$ cat src/rtl/control_sequencer_pkg.sv
// Shared encodings for the control sequencer: FSM states, instruction fields,
// ALU codes and the packed layout of the Control word.
package control_sequencer_pkg;

  typedef enum logic [1:0] {
    ST_IDLE = 2'b00,
    ST_RUN  = 2'b01,
    ST_STEP = 2'b10,
    ST_HALT = 2'b11
  } state_e;

  localparam logic [1:0] OP_DP   = 2'b00;
  localparam logic [1:0] OP_MEM  = 2'b01;
  localparam logic [1:0] OP_BR   = 2'b10;
  localparam logic [1:0] OP_HALT = 2'b11;

  localparam logic [3:0] COND_EQ = 4'h0;
  localparam logic [3:0] COND_NE = 4'h1;
  localparam logic [3:0] COND_CS = 4'h2;
  localparam logic [3:0] COND_CC = 4'h3;
  localparam logic [3:0] COND_MI = 4'h4;
  localparam logic [3:0] COND_PL = 4'h5;
  localparam logic [3:0] COND_VS = 4'h6;
  localparam logic [3:0] COND_VC = 4'h7;
  localparam logic [3:0] COND_HI = 4'h8;
  localparam logic [3:0] COND_LS = 4'h9;
  localparam logic [3:0] COND_GE = 4'hA;
  localparam logic [3:0] COND_LT = 4'hB;
  localparam logic [3:0] COND_GT = 4'hC;
  localparam logic [3:0] COND_LE = 4'hD;
  localparam logic [3:0] COND_AL = 4'hE;
  localparam logic [3:0] COND_NV = 4'hF;

  // Data-processing command field, Funct[4:1]
  localparam logic [3:0] CMD_AND = 4'b0000;
  localparam logic [3:0] CMD_SUB = 4'b0010;
  localparam logic [3:0] CMD_ADD = 4'b0100;
  localparam logic [3:0] CMD_CMP = 4'b1010;
  localparam logic [3:0] CMD_ORR = 4'b1100;
  localparam logic [3:0] CMD_MOV = 4'b1101;

  localparam logic [3:0] ALU_ADD = 4'b0000;
  localparam logic [3:0] ALU_SUB = 4'b0001;
  localparam logic [3:0] ALU_AND = 4'b0010;
  localparam logic [3:0] ALU_ORR = 4'b0011;
  localparam logic [3:0] ALU_MOV = 4'b0100;

  localparam logic [1:0] IMM_DP  = 2'b00;
  localparam logic [1:0] IMM_MEM = 2'b01;
  localparam logic [1:0] IMM_BR  = 2'b10;

  localparam logic [1:0] REGSRC_DP  = 2'b00;
  localparam logic [1:0] REGSRC_BR  = 2'b01;
  localparam logic [1:0] REGSRC_STR = 2'b10;

  // Flag bit positions within {N,Z,C,V}
  localparam int FLAG_N = 3;
  localparam int FLAG_Z = 2;
  localparam int FLAG_C = 1;
  localparam int FLAG_V = 0;

  // Field order fixes the Control bit positions, MSB (bit 12) first
  typedef struct packed {
    logic       pcsrc;        // [12]
    logic       mem_to_reg;   // [11]
    logic       mem_write;    // [10]
    logic [3:0] alu_control;  // [9:6]
    logic       alu_src;      // [5]
    logic [1:0] imm_src;      // [4:3]
    logic       reg_write;    // [2]
    logic [1:0] reg_src;      // [1:0]
  } ctrl_t;

  localparam int CTL_W = $bits(ctrl_t);

endpackage

$ cat src/rtl/cond_check.sv
// Evaluates an instruction condition code against the registered {N,Z,C,V}.
module cond_check
  import control_sequencer_pkg::*;
(
  input  logic [3:0] cond,
  input  logic [3:0] flags,
  output logic       cond_ex
);

  logic n, z, c, v;

  assign n = flags[FLAG_N];
  assign z = flags[FLAG_Z];
  assign c = flags[FLAG_C];
  assign v = flags[FLAG_V];

  always_comb begin
    cond_ex = 1'b0;
    case (cond)
      COND_EQ: cond_ex = z;
      COND_NE: cond_ex = !z;
      COND_CS: cond_ex = c;
      COND_CC: cond_ex = !c;
      COND_MI: cond_ex = n;
      COND_PL: cond_ex = !n;
      COND_VS: cond_ex = v;
      COND_VC: cond_ex = !v;
      COND_HI: cond_ex = c && !z;
      COND_LS: cond_ex = !c || z;
      COND_GE: cond_ex = (n == v);
      COND_LT: cond_ex = (n != v);
      COND_GT: cond_ex = !z && (n == v);
      COND_LE: cond_ex = z || (n != v);
      COND_AL: cond_ex = 1'b1;
      COND_NV: cond_ex = 1'b0;
      default: cond_ex = 1'b0;
    endcase
  end

endmodule

$ cat src/rtl/control_sequencer.sv
// Run/step/halt sequencer with a combinational instruction decoder, condition
// flags register and retired-instruction counter.
module control_sequencer
  import control_sequencer_pkg::*;
(
  input  logic             clk,
  input  logic             rst,
  input  logic             start,
  input  logic             step,
  input  logic             stop,
  input  logic [19:0]      InstrControl,
  input  logic [3:0]       ALUFlags,
  output logic [CTL_W-1:0] Control,
  output logic             PCWrite,
  output logic             Running,
  output logic             Halted,
  output logic [3:0]       Flags,
  output logic [15:0]      InstrCount
);

  state_e      state_q, state_d;
  logic [3:0]  flags_q, flags_d;
  logic [15:0] count_q, count_d;

  logic [3:0] cond;
  logic [1:0] op;
  logic [5:0] funct;
  logic [3:0] cmd;
  logic [3:0] rd;
  logic       unused_instr_low;

  assign cond  = InstrControl[19:16];
  assign op    = InstrControl[15:14];
  assign funct = InstrControl[13:8];
  assign cmd   = funct[4:1];
  assign rd    = InstrControl[7:4];
  assign unused_instr_low = ^InstrControl[3:0];

  logic  cond_ex;
  logic  exec;
  logic  flag_load;
  ctrl_t dec;

  cond_check u_cond_check (
    .cond    (cond),
    .flags   (flags_q),
    .cond_ex (cond_ex)
  );

  // Decode is purely combinational; it is gated to zero outside exec cycles
  always_comb begin
    dec = '0;
    case (op)
      OP_DP: begin
        dec.alu_src   = funct[5];
        dec.imm_src   = IMM_DP;
        dec.reg_src   = REGSRC_DP;
        dec.reg_write = 1'b1;
        case (cmd)
          CMD_ADD: dec.alu_control = ALU_ADD;
          CMD_SUB: dec.alu_control = ALU_SUB;
          CMD_AND: dec.alu_control = ALU_AND;
          CMD_ORR: dec.alu_control = ALU_ORR;
          CMD_MOV: dec.alu_control = ALU_MOV;
          CMD_CMP: begin
            dec.alu_control = ALU_SUB;
            dec.reg_write   = 1'b0;
          end
          default: begin
            dec.alu_control = ALU_ADD;
            dec.reg_write   = 1'b0;
          end
        endcase
      end
      OP_MEM: begin
        dec.alu_control = ALU_ADD;
        dec.alu_src     = 1'b1;
        dec.imm_src     = IMM_MEM;
        if (funct[0]) begin
          dec.reg_write  = 1'b1;
          dec.mem_to_reg = 1'b1;
          dec.reg_src    = REGSRC_DP;
        end else begin
          dec.mem_write = 1'b1;
          dec.reg_src   = REGSRC_STR;
        end
      end
      OP_BR: begin
        dec.pcsrc       = 1'b1;
        dec.alu_src     = 1'b1;
        dec.imm_src     = IMM_BR;
        dec.reg_src     = REGSRC_BR;
        dec.alu_control = ALU_ADD;
      end
      default: ;
    endcase

    // Writing R15 is an indirect jump
    if (dec.reg_write && rd == 4'hF) begin
      dec.pcsrc = 1'b1;
    end

    if (!cond_ex) begin
      dec.pcsrc     = 1'b0;
      dec.mem_write = 1'b0;
      dec.reg_write = 1'b0;
    end
  end

  assign flag_load = cond_ex && (op == OP_DP) && (funct[0] || cmd == CMD_CMP);
  assign exec      = ((state_q == ST_RUN) || (state_q == ST_STEP)) && (op != OP_HALT);

  always_comb begin
    state_d = state_q;
    case (state_q)
      ST_IDLE: begin
        if (stop) begin
          state_d = ST_IDLE;
        end else if (start) begin
          state_d = ST_RUN;
        end else if (step) begin
          state_d = ST_STEP;
        end
      end
      ST_RUN: begin
        if (stop || op == OP_HALT) begin
          state_d = ST_HALT;
        end
      end
      ST_STEP: state_d = (op == OP_HALT) ? ST_HALT : ST_IDLE;
      ST_HALT: begin
        if (start && !stop) begin
          state_d = ST_RUN;
        end
      end
      default: state_d = ST_IDLE;
    endcase

    flags_d = (exec && flag_load) ? ALUFlags : flags_q;
    count_d = exec ? count_q + 16'd1 : count_q;
  end

  always_ff @(posedge clk or negedge rst) begin
    if (!rst) begin
      state_q <= ST_IDLE;
      flags_q <= 4'b0000;
      count_q <= 16'h0000;
    end else begin
      state_q <= state_d;
      flags_q <= flags_d;
      count_q <= count_d;
    end
  end

  assign Control    = exec ? dec : '0;
  assign PCWrite    = exec;
  assign Running    = (state_q == ST_RUN) || (state_q == ST_STEP);
  assign Halted     = (state_q == ST_HALT);
  assign Flags      = flags_q;
  assign InstrCount = count_q;

endmodule

$ cat config.mk
export PLATFORM = sky130hd
export DESIGN_NAME = control_sequencer
export DESIGN_NICKNAME = d
export VERILOG_FILES = /design/src/rtl/control_sequencer_pkg.sv /design/src/rtl/cond_check.sv /design/src/rtl/control_sequencer.sv
export SDC_FILE = /design/constraint.sdc
export NUM_CORES = 1
export LEC_CHECK = 0
export BUFFER_PORTS_ARGS = -buffer_cell sky130_fd_sc_hd__buf_2
export CORE_MARGIN = 4
export CORE_UTILIZATION = 50
export DETAILED_ROUTE_END_ITERATION = 10
export PLACE_DENSITY = 0.94
export SLEW_MARGIN = 30
export SYNTH_ARGS = -nofsm -noshare
export SYNTH_HDL_FRONTEND = slang
export SYNTH_HIERARCHICAL = 1
export SYNTH_SLANG_ARGS = --single-unit
$ cat constraint.sdc
create_clock -name clk -period 8.44 [get_ports clk]
set_clock_uncertainty 0.15 [all_clocks]
set_input_delay 2.11 -clock clk [delete_from_list [all_inputs] [get_ports clk]]
set_output_delay 2.11 -clock clk [all_outputs]
set_load 0.1 [all_outputs]
==> impl_metrics.py <==
metrics = {
    "setup_path": {
        "start_kind": "input port",
        "endpoint_kind": "primary output",
        "cp.arrival_ns": 4.09,
        "crit_type": "in2out",
        "cp_max_fo": 8,
        "worstPathRequired_ns": 6.18,
    },
    "grt": {
        "grt_max_degree": 23,
        "grt_pass1_wl_um": 4950,
        "grt_overflow_total": 0,
        "grt_usage_pct": 15.2,
        "antenna_found_initial": 0,
        "grt_pass1_vias": 1158,
    },
    "clocking": {
        "cts_hold_buffers": 0,
        "clockBufferDepth": 2,
        "htreeDepth": 1,
        "cts_made_buffers": 3,
        "root_buffer": "clkbuf_4",
        "clk_pin_slew_worst_paths_ns": 0.13,
        "ctsResizeCount": 0,
        "clock-sinks": 22,
        "clock_latency_ns": 0.32,
        "tritoncts": "built",
        "postCtsSetupBuffers": 0,
    },
    "floorplan": {
        "pin_count": 65,
        "coreArea_um2": 2830,
        "initial_core_util_pct": 53.8,
        "dieHeight_um": 63.2,
        "dieArea_um2": 3990,
        "row_count": 19,
        "die_w_um": 63.2,
    },
    "sta": {
        "setup_violations": 0,
        "finalMaxSlewViolations": 0,
        "rsz0062_at_grt": "false",
        "hold_violations": 0,
        "max_freq_ghz": 0.158,
        "setup-tns-final_ns": 0,
        "min_period_ns": 6.35,
        "fin_crit_sh_pct": 75.2,
    },
    "pwr": {
        "seq_power_share_pct": 22.7,
        "p_switching_uw": 457,
        "finalPower_uw": 742,
        "pwr-share-clk_pct": 11.0,
        "pwr-share-comb_pct": 66.3,
        "leakage_nw": 0.989,
        "peakVddDrop_mv": 0.341,
        "swShare_pct": 61.6,
        "internal-power_uw": 285,
        "powerDensity_nw_per_um2": 396,
    },
    "routing": {
        "first_pass_iters": 4,
        "via_per_inst": 5.27,
        "post_drt_wl_per_cell_um": 12.6,
        "routed_wl_um": 3040,
        "vias": 1271,
        "drc": 0,
        "ant_nets": 0,
        "drt_iter0_markers": 41,
    },
    "yosys": {
        "ys_types": 41,
        "synth_cells": 153,
        "syn_area_um2": 1520,
        "synth_top_area_cell": "dfrtp_1",
        "ys_ff_latch": 22,
        "yosys-top-cells-count": "dfrtp_1, ha_1, nand2_1, xor2_1, inv_1",
        "avgSynthCellArea_um2": 9.94,
        "synth.area.top_cells": "dfrtp_1, ha_1, xor2_1, xnor2_1, mux2_2",
        "yosysTopAreaCellShare_pct": 36.2,
        "synth.most_common_cell": "dfrtp_1",
        "synth-async-reset-ratio_pct": 100,
        "synth_edf_count": 0,
        "synth_flop_cell": "dfrtp_1",
        "synth_warnings": 6,
        "syn-num-nets": 193,
        "yosysSeqAreaShare_pct": 36.2,
    },
    "final_layout": {
        "area_delta_synth_final_pct": 23.0,
        "drive_above_1_share_pct": 37.6,
        "n_antenna_cell": 0,
        "nNetsFinal": 251,
        "finish.utilization_pct": 66.2,
    },
    "status": {
        "status": "completed",
    },
    "placed_design": {
        "io_buffers": 59,
        "dp.final_hpwl_um": 2460,
        "gp_congestion": 0.783,
    },
    "job": {
        "drv_cap": 0,
    },
    "min_path": {
        "hp-class": "reg2reg",
    },
}
==> sequential cells by signal, summed over array words and instances (netlist names) <==
| signal | count |
|---|---|
| Flags | 4 |
| InstrCount | 16 |
| state_q | 2 |
==> worst max-delay path: stages <==
cell and delay, ns:
buf_2 0.17, nor2b_1 0.15, a211oi_1 0.06, a2111oi_1 0.39, a311oi_1 0.09, o22ai_1 0.34, nand2_1 0.12, o21ba_2 0.24
buf_2 0.42
==> per-stage QoR <==
stage	area, um^2	hold WS (ns)	cells	worst slack [ns]
after floorplan	1520	0.385	153	0.199
after global placement	1820	0.302	237	2.16
after detailed placement	1820	0.317	237	2.13
after CTS	1870	0.335	241	2.14
after global routing	1870	0.351	241	2.04
final	1870	0.337	241	2.09
==> layout make-up <==
cell class,count,area (um^2)
fillers,224,957
multi-input cells,114,890
flip-flops and latches,22,551
repair buffers,60,303
well taps,31,38.8
inverters,10,37.5
clock inverters,1,30.0
clock buffers,3,22.5
==> layer usage <==
layer  up-vias  routed length [um]  GRT usage, %  part of all wire (%)
li1        641                   -             -                     -
met1       595                1360          18.2                    45
met2        33                1500          26.7                    49
met3         2                 161          3.91                   5.3
met4         0                  16          4.68                  0.53
met5         -                   0             0                     0
==> cell usage in the layout, fill, tap and decap left out, types with 2 or more instances in the layout <==
master / instances
buf_2: 59
dfrtp_1: 22
nand2_1: 11
xor2_1: 11
ha_1: 11
inv_1: 10
nor2_1: 9
xnor2_1: 9
mux2_2: 6
a21oi_1: 5
nor3_1: 4
nand4_1: 4
nand3_1: 4
nor2b_1: 3
and2_1: 3
nand2b_1: 3
and4_1: 3
clkbuf_4: 3
and3_1: 2
nor4_1: 2
mux2i_1: 2
o22ai_1: 2
a21oi_2: 2
o21ai_0: 2
==> final timing paths <==
check	from	endpoint	slack, ns	depth (start not counted)
setup / recovery	InstrControl[16]	Control[12]	2.09	9
hold / removal	InstrCount[15]	InstrCount[15]	0.34	1
setup reg to reg	Flags[3]	Flags[1]	5.97	7
hold reg to reg	InstrCount[15]	InstrCount[15]	0.34	1
max in group asynchronous	rst	InstrCount[9]	6.25	1
min in group asynchronous	rst	InstrCount[11]	1.56	1
==> power by group through the flow <==
stage / registers (mW) / clock network [mW] / logic [mW]
after floorplan: 0.324 / 0 / 0.270
after CTS: 0.169 / 0.0826 / 0.495
final: 0.169 / 0.0812 / 0.492
after global routing: 0.175 / 0.0863 / 0.515
after detailed placement: 0.171 / 0 / 0.493
after global placement: 0.170 / 0 / 0.487
==> kinds of logic (layout without fill, tap and decap cells) <==
family	after synthesis	in the layout	synth area share [%]
AO/OA/AOI/OAI	20	20	10.6
XOR/XNOR	20	20	11.5
adder cells (fa/ha/maj)	11	11	9.05
buffers and inverters	17	74	5.35
flip-flops	22	22	36.2
multiplexers	9	9	6.74
other	1	1	0.246
AND/OR/NAND/NOR	53	53	20.3
No activity file was read; power rests on OpenSTA's default activity.
